`config.mk`:
```
export PLATFORM = sky130hd
export DESIGN_NAME = mem_dma
export DESIGN_NICKNAME = d
export VERILOG_FILES = /design/src/rtl/mem_dma.sv
export SDC_FILE = /design/constraint.sdc
export NUM_CORES = 1
export LEC_CHECK = 0
export CORE_UTILIZATION = 25
export DETAILED_ROUTE_END_ITERATION = 12
export PLACE_DENSITY_LB_ADDON = 0.1
export SYNTH_ARGS = -nofsm -noshare
export SYNTH_HDL_FRONTEND = slang
export SYNTH_SLANG_ARGS = --single-unit
```
`constraint.sdc`:
```
create_clock -name clk -period 3.5 [get_ports clk]
set_input_delay 1.05 -clock clk [delete_from_list [all_inputs] [get_ports clk]]
set_output_delay 1.05 -clock clk [all_outputs]
set_load 0.02 [all_outputs]
```
`src/rtl/mem_dma.sv`:
```
// mem_dma: shares mem read port 1 and the write port between the CPU and a fill/copy DMA.
// Optional DMA_BACKWARD_EN: copies with dst > src run descending (memmove semantics).
`timescale 1ns/1ps
module mem_dma (
   input  logic        clk,
   input  logic        rst,
   input  logic        cpu_ren,
   input  logic [15:0] cpu_raddr,
   input  logic        cpu_wen,
   input  logic [15:0] cpu_waddr,
   input  logic [15:0] cpu_wdata,
   output logic        mem_ren,
   output logic [15:0] mem_raddr1,
   output logic        mem_wen,
   output logic [15:0] mem_waddr,
   output logic [15:0] mem_wdata,
   input  logic [15:0] mem_rdata1,
   input  logic        dma_start,
   input  logic        dma_mode,
   input  logic [15:0] dma_src,
   input  logic [15:0] dma_dst,
   input  logic [15:0] dma_len,
   input  logic [15:0] dma_fill,
   output logic        dma_busy,
   output logic        dma_done
);

   typedef enum logic [2:0] {
      S_IDLE, S_FILL, S_RD, S_W1, S_W2, S_WR, S_FIN
   } state_t;

   state_t      state_q, state_d;
   logic [15:0] src_q, src_d;
   logic [15:0] dst_q, dst_d;
   logic [15:0] cnt_q, cnt_d;
   logic [15:0] buf_q, buf_d;
   logic [15:0] fill_q, fill_d;
   logic        busy_q, busy_d;
   logic        done_q, done_d;
   logic [15:0] src_nx, dst_nx;
   logic        dma_rreq, dma_wreq;
`ifdef DMA_BACKWARD_EN
   logic        dir_q, dir_d;
`endif

   always_comb begin
      dma_rreq = (state_q == S_RD);
      dma_wreq = (state_q == S_FILL) || (state_q == S_WR);
`ifdef DMA_BACKWARD_EN
      src_nx = dir_q ? src_q - 16'd1 : src_q + 16'd1;
      dst_nx = dir_q ? dst_q - 16'd1 : dst_q + 16'd1;
`else
      src_nx = src_q + 16'd1;
      dst_nx = dst_q + 16'd1;
`endif
   end

   always_comb begin
      state_d = state_q;
      src_d   = src_q;
      dst_d   = dst_q;
      cnt_d   = cnt_q;
      buf_d   = buf_q;
      fill_d  = fill_q;
`ifdef DMA_BACKWARD_EN
      dir_d   = dir_q;
`endif
      case (state_q)
         S_IDLE: begin
            if (dma_start) begin
               fill_d = dma_fill;
               src_d  = dma_src;
               dst_d  = dma_dst;
               cnt_d  = dma_len;
`ifdef DMA_BACKWARD_EN
               dir_d = dma_mode && (dma_dst > dma_src);
               if (dir_d) begin
                  src_d = dma_src + dma_len - 16'd1;
                  dst_d = dma_dst + dma_len - 16'd1;
               end
`endif
               if (dma_len == 16'd0)
                  state_d = S_FIN;
               else if (dma_mode)
                  state_d = S_RD;
               else
                  state_d = S_FILL;
            end
         end
         S_FILL: begin
            if (!cpu_wen) begin
               dst_d = dst_q + 16'd1;
               cnt_d = cnt_q - 16'd1;
               if (cnt_q == 16'd1)
                  state_d = S_FIN;
            end
         end
         S_RD: begin
            if (!cpu_ren)
               state_d = S_W1;
         end
         S_W1: state_d = S_W2;
         // port 1 data for the granted read is valid exactly now
         S_W2: begin
            buf_d   = mem_rdata1;
            state_d = S_WR;
         end
         S_WR: begin
            if (!cpu_wen) begin
               src_d   = src_nx;
               dst_d   = dst_nx;
               cnt_d   = cnt_q - 16'd1;
               state_d = (cnt_q == 16'd1) ? S_FIN : S_RD;
            end
         end
         S_FIN:   state_d = S_IDLE;
         default: state_d = S_IDLE;
      endcase
      busy_d = (state_d != S_IDLE);
      done_d = (state_d == S_FIN);
   end

   always_ff @(posedge clk or posedge rst) begin
      if (rst) begin
         state_q <= S_IDLE;
         src_q   <= '0;
         dst_q   <= '0;
         cnt_q   <= '0;
         buf_q   <= '0;
         fill_q  <= '0;
         busy_q  <= 1'b0;
         done_q  <= 1'b0;
`ifdef DMA_BACKWARD_EN
         dir_q   <= 1'b0;
`endif
      end else begin
         state_q <= state_d;
         src_q   <= src_d;
         dst_q   <= dst_d;
         cnt_q   <= cnt_d;
         buf_q   <= buf_d;
         fill_q  <= fill_d;
         busy_q  <= busy_d;
         done_q  <= done_d;
`ifdef DMA_BACKWARD_EN
         dir_q   <= dir_d;
`endif
      end
   end

   // CPU always owns a port in any cycle it asserts that port's enable
   always_comb begin
      mem_ren    = cpu_ren | dma_rreq;
      mem_raddr1 = cpu_ren ? cpu_raddr : (dma_rreq ? src_q : '0);
      mem_wen    = cpu_wen | dma_wreq;
      mem_waddr  = cpu_wen ? cpu_waddr : (dma_wreq ? dst_q : '0);
      if (cpu_wen)
         mem_wdata = cpu_wdata;
      else if (state_q == S_FILL)
         mem_wdata = fill_q;
      else if (state_q == S_WR)
         mem_wdata = buf_q;
      else
         mem_wdata = '0;
   end

   assign dma_busy = busy_q;
   assign dma_done = done_q;

endmodule

```
==> results of run 1 <==
-- cells by family (layout without fill, tap and decap cells) --
| kind of cell | Yosys count | after routing |
|---|---|---|
| adder cells (fa/ha/maj) | 4 | 4 |
| multiplexers | 37 | 37 |
| other | 0 | 1 |
| AO/OA/AOI/OAI | 191 | 191 |
| AND/OR/NAND/NOR | 249 | 249 |
| buffers and inverters | 52 | 234 |
| flip-flops | 85 | 85 |
-- layout make-up --
type,instances,area (sq um),share of cell area
multi-input combinational,481,2840,0.366
sequential,85,2130,0.274
timing repair buffer,207,2080,0.268
tap,270,338,0.0436
clock buffer,9,225,0.0290
clock inverter,7,104,0.0134
inverter,11,42.5,0.00549
antenna,1,2.50,0.000323
-- per-stage QoR --
stage / utilization / hold slack (ns) / cell area, sq um / setup slack (ns) / power (mW)
detailed placement: 0.367 / 0.463 / 7420 / -0.429 / 4.94
CTS: 0.382 / 0.479 / 7730 / 0.0208 / 6.03
global placement: 0.367 / 0.457 / 7420 / -0.358 / 4.86
floorplan: - / 0.445 / 5170 / 0.257 / 3.85
global route: 0.383 / 0.501 / 7750 / 0.000911 / 6.46
finish: 0.383 / 0.472 / 7750 / 0.0535 / 5.95
-- final timing paths --
check                      startpoint           end  slack (ns)  depth (start not counted)
max                           cpu_wen  mem_wdata[4]        0.05                          6
min                         fill_q[1]     fill_q[1]        0.47                          2
max reg2reg                state_q[1]     src_q[13]        0.96                          7
min reg2reg                 fill_q[1]     fill_q[1]        0.47                          2
max in group asynchronous         rst     dst_q[12]        1.87                          3
min in group asynchronous         rst    fill_q[14]        0.99                          2
-- state kept, by name, indices dropped and copies added, names as in the netlist --
name and cells:
fill_q 16, dma_busy 1, buf_q 16, src_q 16
state_q 3, cnt_q 16, dst_q 16, dma_done 1
-- worst max-delay path, delay by kind of cell --
family                 cells  cell delay (ns)
AOI/OAI and AO/OA          1             0.19
buffers and inverters      4             1.05
and+or+nand+nor            1             0.10
-- placed cells by master, fill, tap and decap left out, types with 7 or more instances in the layout --
master	instances
sky130_fd_sc_hd__clkdlybuf4s50_1	158
sky130_fd_sc_hd__inv_1	9
sky130_fd_sc_hd__o22ai_1	18
sky130_fd_sc_hd__nor4_1	9
sky130_fd_sc_hd__nand2_1	136
sky130_fd_sc_hd__nor3_1	11
sky130_fd_sc_hd__o21ai_0	54
sky130_fd_sc_hd__mux2i_1	20
sky130_fd_sc_hd__dlygate4sd2_1	17
sky130_fd_sc_hd__nand3_1	17
sky130_fd_sc_hd__dlymetal6s2s_1	9
sky130_fd_sc_hd__a21oi_1	52
sky130_fd_sc_hd__nand4_1	9
sky130_fd_sc_hd__buf_4	17
sky130_fd_sc_hd__a22o_1	16
sky130_fd_sc_hd__dfrtp_1	85
sky130_fd_sc_hd__nor2_1	25
sky130_fd_sc_hd__clkbuf_16	9
sky130_fd_sc_hd__mux2_2	11
sky130_fd_sc_hd__and3_1	7
-- metal layers --
metal | global-route usage | share of wire
met2 | 0.267 | 0.47
met4 | 0.0621 | 0.018
met3 | 0.0367 | 0.051
met5 | 0 | 0
met1 | 0.230 | 0.46
-- power by group through the flow --
| stage | Clock [mW] | Sequential (mW) | Combinational [mW] |
|---|---|---|---|
| after floorplan | 0 | 1.81 | 2.04 |
| after global placement | 0 | 1.95 | 2.91 |
| after detailed placement | 0 | 1.97 | 2.97 |
| after CTS | 1.11 | 1.95 | 2.96 |
| after global routing | 1.16 | 2.05 | 3.26 |
| final | 1.08 | 1.96 | 2.91 |
-- what timing repair did --
item | in CTS | in global routing
buffers inserted | 0 | 0
pin swaps | 1 | 0
endpoints found under the setup margin | 17 | 9
resized for setup | 18 | 9
==> flow_metrics.env, run 1 <==
export IMPL_detailroute_via_count=5291
export IMPL_first_pass_grt_wire_length_mm=28.5
export IMPL_simple_gate_portion_of_the_synthesized_area=0.230
export IMPL_power_sequential_fraction=0.329
export IMPL_post_drt_via_cell_ratio=4.94
export IMPL_most_used_flip_flop_cell_after_synthesis="sky130_fd_sc_hd__dfrtp_1"
export IMPL_initialDrtViolationCount=300
export IMPL_setup_tns_final_ns=0
export IMPL_max_slew_worst_pin_slew_ns=1.27
export IMPL_grt_pass1_vias=5242
export IMPL_post_synth_edffs=0
export IMPL_postRouteWirelength_mm=17.5
export IMPL_final_setup_viol_count=0
export IMPL_required_ns=2.45
export IMPL_timing_critical_path_slowest_stage_cell="sky130_fd_sc_hd__clkdlybuf4s50_1"
export IMPL_clockBufferDepth=2
export IMPL_cts_htree_levels=3
export IMPL_ir_drop_uv=317
export IMPL_timing_critical_path_to_type="primary output"
export IMPL_die_y_microns=146
export IMPL_number_of_input_and_output_port_buffers_inserted=185
export IMPL_cts_num_sinks=85
export IMPL_timing_fmax_mhz=290
export IMPL_post_synth_cell_area_avg_sq_um=8.36
export IMPL_cellPowerDensity_nw_per_um2=767
export IMPL_final_critical_path_time_including_i_o_delays_and_setup_ns=3.45
export IMPL_grt_setup_unrepaired="false"
export IMPL_post_synth_instance_area_sq_um=5170
export IMPL_critical_path_arrival_ns=2.40
export IMPL_worst_path_max_fanout=12
export IMPL_area_fraction_in_compound_gates_after_synthesis=0.230
export IMPL_wl_per_cell_microns=16.3
export IMPL_detail_route_first_pass_iterations=4
export IMPL_cts_buffers_inserted=9
export IMPL_synth_area_mux_share=0.0758
export IMPL_synthToLayoutAreaGrowth_pct=50.1
export IMPL_power_switching_share=0.432
export IMPL_report_final_hold_viol_count=0
export IMPL_dp_final_hpwl_mm=12.8
export IMPL_clk_root_buffer_cell="sky130_fd_sc_hd__clkbuf_16"
export IMPL_num_rows=52
export IMPL_drcViolationCount=0
export IMPL_fp_coreArea_sq_um=20200
export IMPL_filler_cell_count=2041
export IMPL_num_nets_final=933
export IMPL_drt_antenna_violating_nets=0
export IMPL_synth_top_cells_by_count="136 x sky130_fd_sc_hd__nand2_1, 85 x sky130_fd_sc_hd__dfrtp_1, 54 x sky130_fd_sc_hd__o21ai_0"
export IMPL_drive_gt1_frac=0.0875
export IMPL_syn_instance_count=618
export IMPL_floorplan_initialDensity=0.255
export IMPL_netsw_mw=2.57
export IMPL_distinct_cell_type_count_of_the_synthesized_netlist=62
export IMPL_power_frac_comb=0.490
export IMPL_number_of_nets_produced_by_synthesis=756
export IMPL_synth_yosys_seq_area_share=0.412
export IMPL_final_worst_clock_skew_ns=0.00774
export IMPL_synth_top_cell_area_share=0.412
export IMPL_grt_overflow=0
export IMPL_cp_slowest_stage_delay_ns=0.63
export IMPL_post_place_cells=1054
export IMPL_postSynth_asyncResetShare=1.00
export IMPL_post_synth_top_count_cell="sky130_fd_sc_hd__nand2_1"
export IMPL_synth_seq_cells=85
export IMPL_max_cap_violations=0
export IMPL_slew_viol_final=0
export IMPL_synth_adder_area_share=0.00969
export IMPL_setup_crit_start_kind="input port"
export IMPL_finalWeightedCongestion=0.801
export IMPL_timing_slew_headroom=0.154
export IMPL_synth_top_cells_by_area="sky130_fd_sc_hd__dfrtp_1 41%, sky130_fd_sc_hd__nand2_1 9.9%, sky130_fd_sc_hd__o21ai_0 5.2%, sky130_fd_sc_hd__a21oi_1 5.1%, sky130_fd_sc_hd__mux2i_1 3.9%"
export IMPL_clkSlewWorstSetupHoldPaths_ns=0.07
export IMPL_die_area_sq_um=21200
export IMPL_xor_xnor_fraction_of_synth_area=0
export IMPL_power_static_leakage_nw=3.24
export IMPL_worstPathCellList="buf_2, inv_2, nand2_1, buf_4, o21ai_0, clkdlybuf4s50_1"
export IMPL_top_level_ports=186
export IMPL_pin_count_of_the_biggest_net_entering_global_routing=51
export IMPL_die_w_microns=146
export IMPL_intPower_mw=3.38
export IMPL_finalCritPeriodShare=0.985
export IMPL_ys_warnings_count=0
export IMPL_cts_hold_buffers=0
export IMPL_synth_top_family_by_area="compound AO/OA/AOI/OAI gates"
export IMPL_antenna_violations_before_repair=1
export IMPL_result_of_the_run="completed"
export IMPL_pwr_share_clk=0.181
export IMPL_holdCritPathClass="flip-flop to flip-flop"
export IMPL_worstSkewPairLatency_ns=0.35
export IMPL_cts_tree="done"
export IMPL_synth_top_area_cell="sky130_fd_sc_hd__dfrtp_1"
export IMPL_final_cells=1071
export IMPL_path_class="input port to primary output"
export IMPL_globalRouteTotalUtil=0.170
Power figures use the tool's default switching activity.
==> run 2: changes to the inputs <==
--- a/config.mk
+++ b/config.mk
@@ -5,6 +5,7 @@
 export SDC_FILE = /design/constraint.sdc
 export NUM_CORES = 1
 export LEC_CHECK = 0
+export CORE_ASPECT_RATIO = 0.6
 export CORE_UTILIZATION = 25
 export DETAILED_ROUTE_END_ITERATION = 12
 export PLACE_DENSITY_LB_ADDON = 0.1
==> flow_metrics.env, run 2 (synthesis results as in run 1) <==
export IMPL_result_of_the_run="completed"
export IMPL_finalCoreUtilization=0.383
export IMPL_worstSetupStartpoint="cpu_ren"
export IMPL_cts_tree="done"
export IMPL_timing_slew_headroom=0.314
export IMPL_critical_path_top_delay_family="buffers and inverters"
export IMPL_wl_per_cell_microns=17.0
export IMPL_worstPathCellList="clkdlybuf4s50_1, nor2_1, buf_12, a22o_1, dlygate4sd2_1"
export IMPL_grt_pass1_vias=5111
export IMPL_initialDrtViolationCount=328
export IMPL_slew_viol_final=0
export IMPL_clk_root_buffer_cell="sky130_fd_sc_hd__clkbuf_16"
export IMPL_cp_slowest_stage_delay_ns=0.42
export IMPL_setup_crit_start_kind="input port"
export IMPL_clockBufferDepth=2
export IMPL_finalWeightedCongestion=0.851
export IMPL_critical_path_arrival_ns=2.32
export IMPL_die_area_sq_um=21300
export IMPL_drive_gt1_frac=0.0840
export IMPL_cts_buffers_inserted=9
export IMPL_max_cap_violations=0
export IMPL_power_static_leakage_nw=3.12
export IMPL_r2r_slack_ns=0.94
export IMPL_postRouteWirelength_mm=18.2
export IMPL_dp_final_hpwl_mm=13.1
export IMPL_critical_path_reg2reg_startpoint="state_q[1]"
export IMPL_final_worst_clock_skew_ns=0.00904
export IMPL_grt_overflow=0
export IMPL_reg2regPathDepth=7
export IMPL_drt_antenna_violating_nets=0
export IMPL_grt_setup_unrepaired="false"
export IMPL_filler_cell_count=2066
export IMPL_crit_buf_inv=3
export IMPL_timing_critical_path_to_type="primary output"
export IMPL_first_pass_grt_wire_length_mm=28.2
export IMPL_globalRouteTotalUtil=0.169
export IMPL_detail_route_first_pass_iterations=5
export IMPL_die_w_microns=188
export IMPL_detailedPlace_worstSlack_ns=-0.149
export IMPL_report_final_hold_viol_count=0
export IMPL_number_of_input_and_output_port_buffers_inserted=185
export IMPL_required_ns=2.45
export IMPL_clkSlewWorstSetupHoldPaths_ns=0.07
export IMPL_floorplan_initialDensity=0.257
export IMPL_die_y_microns=113
export IMPL_path_class="input port to primary output"
export IMPL_top_level_ports=186
export IMPL_fp_coreArea_sq_um=20100
export IMPL_cts_num_sinks=85
export IMPL_cts_htree_levels=3
export IMPL_ir_drop_uv=403
export IMPL_pin_count_of_the_biggest_net_entering_global_routing=86
export IMPL_worst_path_max_fanout=17
export IMPL_most_frequent_cells_in_the_layout="165 x sky130_fd_sc_hd__clkdlybuf4s50_1, 136 x sky130_fd_sc_hd__nand2_1, 84 x sky130_fd_sc_hd__dfrtp_1, 54 x sky130_fd_sc_hd__o21ai_0, 52 x sky130_fd_sc_hd__a21oi_1"
export IMPL_detailed_place_area_sq_um=7390
export IMPL_num_rows=40
export IMPL_post_drt_via_cell_ratio=4.98
export IMPL_final_cells=1071
export IMPL_worst_r2r_endpoint="src_q[12]"
export IMPL_antenna_violations_before_repair=1
export IMPL_num_nets_final=931
export IMPL_cellPowerDensity_nw_per_um2=775
export IMPL_hold_path_cell_count=2
export IMPL_final_common_cell="sky130_fd_sc_hd__clkdlybuf4s50_1"
export IMPL_post_place_cells=1054
export IMPL_final_setup_viol_count=0
export IMPL_timing_fmax_mhz=297
export IMPL_timing_hold_worst_endpoint="fill_q[5]"
export IMPL_holdCritPathClass="flip-flop to flip-flop"
export IMPL_timing_critical_path_slowest_stage_cell="sky130_fd_sc_hd__clkdlybuf4s50_1"
export IMPL_fin_area_sq_um=7700
export IMPL_synthToLayoutAreaGrowth_pct=49.1
export IMPL_ant_diodes=0
export IMPL_timing_final_ws_setup_ns=0.129
export IMPL_worstSkewPairLatency_ns=0.34
export IMPL_finalCritPeriodShare=0.963
export IMPL_drcViolationCount=0
export IMPL_detailroute_via_count=5330
export IMPL_max_slew_worst_pin_slew_ns=1.03
export IMPL_final_critical_path_time_including_i_o_delays_and_setup_ns=3.37
export IMPL_hold_path_startpoint="fill_q[5]"
export IMPL_finalPower_mw=5.97
run 2: cell count changes in the layout (fill, tap and decap cells not counted), moves of 2 or more:
cell,delta
sky130_fd_sc_hd__inv_6,-3
sky130_fd_sc_hd__dlymetal6s2s_1,-7
sky130_fd_sc_hd__clkdlybuf4s50_1,+7
sky130_fd_sc_hd__buf_4,-2
run 2: final cells by class:
type,instances,area (sq um),share of cell area
Tap cell,273,342,0.0444
Timing Repair Buffer,205,2050,0.266
Inverter,11,42.5,0.00552
Clock buffer,11,243,0.0315
Sequential cell,85,2130,0.276
Multi-Input combinational cell,481,2840,0.368
Clock inverter,5,60.1,0.00780
run 2: routing by layer:
layer / share of wire / vias up / global-route usage
met5: 0.00071 / - / 0
met4: 0.0075 / 2 / 0.0314
met1: 0.50 / 2510 / 0.250
li1: - / 2602 / -
met2: 0.41 / 200 / 0.242
met3: 0.081 / 16 / 0.0512
run 2: worst max-delay path by stage:
stage	cells past startpoint	slack (ns)	to
6_report	5	0.13	mem_raddr1[15]
5_1_grt	5	0.03	mem_wdata[8]
4_1_cts	5	0.05	mem_waddr[2]
3_5_place_dp	5	-0.15	mem_raddr1[3]
3_3_place_gp	5	-0.14	mem_raddr1[1]
2_1_floorplan	1	0.26	buf_q[0]
run 2: worst min-delay path: cells and delay by family, from the launching register on:
| family | cells | cell delay (ns) |
|---|---|---|
| flops | 1 | 0.34 |
| simple gates | 2 | 0.10 |
run 2: where the power goes:
group	internal [mW]	switching, mW
Combinational	1.31	1.69
Sequential	1.48	0.515
Clock	0.575	0.411
run 2: per-stage QoR:
stage                     hold WS, ns  TNS (ns)
after floorplan                 0.445         0
after global placement          0.458     -2.13
after detailed placement        0.467     -2.26
after CTS                       0.484         0
after global routing            0.499         0
final                           0.478         0
run 2: repair_timing:
item,4_1_cts,5_1_grt
hold buffers,0,0
setup endpoints to repair,17,10
gates cloned,0,1
gates resized for setup,17,3
buffers inserted,0,0
==> patch 1, RTL diff (settings of run 1) <==
Add a define of `DMA_BACKWARD_EN`.
--- a/src/rtl/mem_dma.sv
+++ b/src/rtl/mem_dma.sv
@@ -3,2 +3,4 @@
 `timescale 1ns/1ps
+`define DMA_BACKWARD_EN
+
 module mem_dma (
Function: changed (a bounded check fails within 4 cycles, from zero or initial values and one cycle with rst high).
==> patch 1 against run 1 <==
Total power grew 27%; synthesized area grew 63%; cell area grew 62%; setup slack lost 0.0098 ns; highest routed layer unchanged; wire length grew 70%; sequential cell count grew 1; register-to-register slack lost 0.35 ns; via count grew 63%.
==> patch 1: results (changes against run 1) <==
stage,metric,value,unit,change
detailed_routing,post-DR vias/cell,4.65,,-5.8%
layout,register area,2150,um2,+1.2%
sta,Slew @ Worst Pin,0.669,ns,-0.600 ns
synth,ys async rst share,100,%,unchanged
synth,"FF+latch count, synth",86,,+1.2%
layout,buffering overhead,25.5,%,-1.3 points
layout,Fillers,3506,,+72%
worst_setup_path,reg2reg start,dir_q,,
detailed_routing,drt wl/cell,16.1,um,-1.5%
global_route,vias in the first global route,8475,,+62%
worst_setup_path,end of the worst register-to-register path,src_q[15],,
synth,Post-Synth Adder-Cell Area,14.4,%,+13 points
detailed_routing,DRC violation total after the first TritonRoute iteration,346,,+15%
worst_setup_path,FF-to-FF setup slack,0.61,ns,-0.35 ns
layout,multi-input logic area,5910,um2,+110%
layout,#MultiIn Comb,833,,+73%
layout,Signal buffers,355,,+71%
worst_setup_path,arrival time at the worst endpoint,2.41,ns,
power_and_ir_drop,Max IR drop VDD,0.000399,V,+26%
clock_tree,CTS H-tree depth,3,,unchanged
global_route,largest net degree at the start of global routing,54,,+5.9%
place,Detail Placement HPWL,23.7,mm,+85%
hold_path,hold worst-path end,fill_q[13],,
layout,layout net count,1636,,+75%
synth,xor and xnor area share after synthesis,3.53,%,+3.5 points
power_and_ir_drop,Seq pwr share,25.8,%,-7.1 points
hold_path,Hold Crit Depth,2,,unchanged
synth,Mapped Nets,1320,,+75%
synth,Compound-Gate Fraction of Synth Area,22.9,%,-0.045 points
global_route,initial antenna violation count,1,,unchanged
layout,clock-cell share of area,2.17,%,-2.1 points
synth,multiplexer share of the synthesized area,4.89,%,-2.7 points
detailed_routing,first drt pass iteration count,5,,+1
place,Routability Congestion,0.815,,+1.8%
layout,inverter count,122,,+111
power_and_ir_drop,static leakage,5.86,nW,+81%
synth,sequential share of the synthesized area,25.5,%,-16 points
power_and_ir_drop,Clk pwr share,12.4,%,-5.7 points
synth,most frequent cells after synthesis,"nand2_1 (152), inv_1 (120), ha_1 (92)",,
run_status,status,"finished, final reports clean",,
worst_setup_path,"Max FO, Critical Path",7,,-5
clock_tree,Max clock buf depth,2,,unchanged
synth,Cell variety after synth,78,,+26%
die,tap cells,442,,+64%
layout,ant diodes,0,,-1
worst_setup_path,R2R depth,9,,+2
clock_tree,Skew-Pair Late Insertion Delay,0.35,ns,about the same
worst_setup_path,Critical Path End,mem_waddr[14],,
sta,Clock Skews,0.0119,ns,+0.00419 ns
layout,share of cells above drive strength 1,20.4,%,+12 points
hold_path,min-delay src,fill_q[13],,
power_and_ir_drop,cell-internal power,4.10,mW,+21%
global_route,first-pass GRT wire length,46.8,mm,+64%
global_route,GRT Resource Usage Total,17.7,%,+0.63 points
place,Port-buffer cells,185,,unchanged
synth,largest cells by area after synthesis,"dfrtp_1 (26%), ha_1 (14%), nand2_1 (6.8%)",,
clock_tree,"Reg clk slew, reported paths",0.07,ns,about the same
layout,clock buffers,9,,unchanged
==> patch 1: cell count changes in the layout (fill, tap and decap cells not counted), moves of 14 or more <==
cell | before | now
nor3_1 | 11 | 31
nor2_1 | 25 | 62
xor2_1 | 0 | 14
dlygate4sd2_1 | 17 | 34
o21ai_0 | 54 | 20
inv_1 | 9 | 95
ha_1 | 4 | 81
o21ai_1 | 6 | 73
nand2_1 | 136 | 152
clkdlybuf4s50_1 | 158 | 129
a21oi_1 | 52 | 82
buf_4 | 17 | 160
inv_2 | 1 | 24
xnor2_1 | 0 | 20
==> patch 1: logic make-up (layout without fill, tap and decap cells) <==
family | Yosys count | count (layout)
xor gates and xnor gates | 34 | 34
DFF | 86 | 86
and+or+nand+nor | 354 | 354
AOI/OAI and AO/OA | 311 | 311
muxes | 39 | 39
adders and majority gates | 95 | 95
buffers and inverters | 172 | 492
==> patch 1: worst max-delay path, stage by stage <==
cell,delay (ns)
buf_2,0.17
nor2_4,0.27
nand2_1,0.20
nand2_1,0.11
clkdlybuf4s50_1,0.60
==> patch 1: per-layer routing <==
metal | global-route usage (%) | routed length (um)
met5 | 0 | 0
met4 | 4.33 | 508
met3 | 2.17 | 786
met2 | 29.5 | 14000
met1 | 24.0 | 14500
==> patch 1: stage by stage <==
stage	cell area, um2	hold WS, ns	setup WS [ns]	cells	power (mW)
floorplan	8460	0.445	0.00641	1091	4.94
global placement	11800	0.462	-0.751	1818	6.53
detailed placement	11800	0.462	-0.790	1818	6.56
CTS	12300	0.481	-0.0686	1844	7.60
global route	12600	0.500	-0.0207	1853	8.30
finish	12600	0.477	0.0437	1853	7.57
==> patch 1: what timing repair did <==
item	in CTS	in global routing
setup buffers	11	8
gates resized for setup	95	64
gates cloned	0	1
pin swaps	23	26
endpoints found under the setup margin	47	29
==> patch 2, RTL diff (settings of run 1) <==
Made on the original files. Register the input `cpu_waddr` before use, without a reset. The logic sees it one clock later. The other inputs are not delayed to match.
--- a/src/rtl/mem_dma.sv
+++ b/src/rtl/mem_dma.sv
@@ -30,2 +30,8 @@
    } state_t;
+
+   logic [15:0] cpu_waddr_q;
+
+   always_ff @(posedge clk) begin
+      cpu_waddr_q <= cpu_waddr;
+   end
 
@@ -155,3 +161,3 @@
       mem_wen    = cpu_wen | dma_wreq;
-      mem_waddr  = cpu_wen ? cpu_waddr : (dma_wreq ? dst_q : '0);
+      mem_waddr  = cpu_wen ? cpu_waddr_q : (dma_wreq ? dst_q : '0);
       if (cpu_wen)
Behaviour: not the same (Yosys sat finds a counterexample within 4 cycles, from zero or initial values and one cycle with rst high).
==> patch 2 against run 1 <==
Cell area is 3.8% higher; global-route usage shrank 0.16 points; highest routed layer unchanged; combinational power increased by 4%; setup slack better by 0.062 ns; sequential cell count increased by 16; total power grew 4.7%; synthesized area grew 7.2%; register-to-register slack improved by 0.21 ns; cell count rose by 3.0%; wire length is 8.2% higher; non-clock buffer count increased by 2; fmax increased by 1.8%.
==> patch 2: results (changes against run 1) <==
stage,metric,value,unit,change
power_and_ir_drop,cell area power density,773,nW/um2,+0.81%
global_route,largest net degree at the start of global routing,49,,-3.9%
synth,most frequent cells after synthesis,"nand2_1 (138), dfrtp_1 (85), nor2_1 (48)",,
worst_setup_path,CP max-delay cell,clkdlybuf4s50_1,,
power_and_ir_drop,Max IR drop VDD,0.000315,V,-0.57%
worst_setup_path,arrival time at the worst endpoint,2.33,ns,-0.07 ns
layout,layout net count,956,,+2.5%
sta,Slew @ Worst Pin,0.906,ns,-0.363 ns
sta,Clock Skews,0.00547,ns,-0.00227 ns
place,Routability Congestion,0.890,,+11%
worst_setup_path,FF-to-FF setup slack,1.17,ns,+0.21 ns
layout,Fillers,2192,,+7.4%
run_status,status,"finished, final reports clean",,
synth,Mapped Nets,780,,+3.2%
power_and_ir_drop,static leakage,3.24,nW,+0.10%
worst_setup_path,reg2reg start,state_q[2],,
synth,sequential share of the synthesized area,44.2,%,+3.0 points
layout,share of cells above drive strength 1,7.53,%,-1.2 points
worst_setup_path,R2R depth,6,,-1
place,Detail Placement HPWL,14.0,mm,+8.9%
clock_tree,Root Driver,clkbuf_16,,
detailed_routing,drt wl/cell,17.2,um,+5.1%
detailed_routing,via count,5442,,+2.9%
synth,Cell variety after synth,63,,+1.6%
hold_path,min-delay src,fill_q[11],,
global_route,GRT Resource Usage Total,16.9,%,-0.16 points
layout,ant diodes,0,,-1
global_route,initial antenna violation count,0,,-1
synth,ys async rst share,84.2,%,-16 points
detailed_routing,DRC violation total after the first TritonRoute iteration,262,,-13%
place,pre-CTS setup slack,-0.112,ns,+0.318 ns
global_route,vias in the first global route,5259,,+0.32%
worst_setup_path,CP max stage delay,0.64,ns,
hold_path,Hold Crit Depth,2,,unchanged
power_and_ir_drop,cell-internal power,3.49,mW,+3.3%
synth,largest cells by area after synthesis,"dfrtp_1 (38%), nand2_1 (9.4%), dfxtp_1 (5.8%)",,
hold_path,hold worst-path end,fill_q[11],,
worst_setup_path,end of the worst register-to-register path,dst_q[9],,
worst_setup_path,"Max FO, Critical Path",18,,+6
global_route,first-pass GRT wire length,29.4,mm,+3.2%
detailed_routing,first drt pass iteration count,5,,+1
==> patch 2: cell families after synthesis <==
logic type                 after synthesis  synth area share [%]
and+or+nand+nor                        259                  21.9
AOI/OAI and AO/OA                      187                  21.2
DFF                                    101                  44.2
buffers and inverters                   51                  4.25
muxes                                   40                  7.59
adders and majority gates                4                 0.904
==> patch 2: worst reg2reg max path: stages, from the launching register on <==
cell	delay (ns)
dfrtp_1	0.38
buf_4	0.27
or4b_1	0.78
nand2_2	0.31
buf_4	0.28
a21oi_1	0.09
a21oi_1	0.13
==> patch 2: worst max-delay path by stage <==
stage | startpoint | endpoint | slack (ns) | depth (start not counted)
after floorplan | rst | buf_q[0] | 0.26 | 1
after global placement | cpu_ren | mem_raddr1[11] | -0.10 | 5
after detailed placement | cpu_ren | mem_raddr1[1] | -0.11 | 5
after CTS | cpu_wen | mem_wdata[2] | 0.1 | 6
after global routing | state_q[0] | mem_waddr[4] | 0.002 | 5
final | cpu_wen | mem_wdata[15] | 0.12 | 6
==> patch 2: layout make-up <==
type                       instances  share of cell area (%)
tap                              280                    4.35
clock inverter                     7                   0.839
multi-input combinational        490                    35.6
inverter                           7                   0.342
timing repair buffer             209                    25.7
clock buffer                       9                    2.80
sequential                       101                    30.4
==> patch 2: stage by stage <==
step	hold slack (ns)	instances	total power, mW	instance area (um2)
4_1_cts	0.481	1103	6.32	8050
3_5_place_dp	0.461	1087	5.28	7780
6_report	0.478	1103	6.23	8050
2_1_floorplan	0.445	642	4.12	5540
3_3_place_gp	0.459	1087	5.21	7780
5_1_grt	0.513	1103	6.77	8050
==> patch 2: repair_timing <==
action                     in CTS  in global routing
setup buffers                   0                  0
resized for setup              17                  0
setup endpoints to repair      17                  0
==> patch 2: power by group through the flow <==
stage / sequential (mW) / combinational [mW] / clock (mW)
global placement: 2.17 / 3.04 / 0
finish: 2.17 / 3.04 / 1.02
floorplan: 2.00 / 2.11 / 0
CTS: 2.17 / 3.09 / 1.06
detailed placement: 2.19 / 3.09 / 0
global route: 2.25 / 3.41 / 1.10
==> patch 2: per-layer routing <==
layer	routed length, um	global-route usage [%]	up-vias
met5	0	0	-
met4	262	5.30	0
met3	1030	2.62	16
met2	9090	27.3	169
met1	8530	23.0	2592
li1	-	-	2665
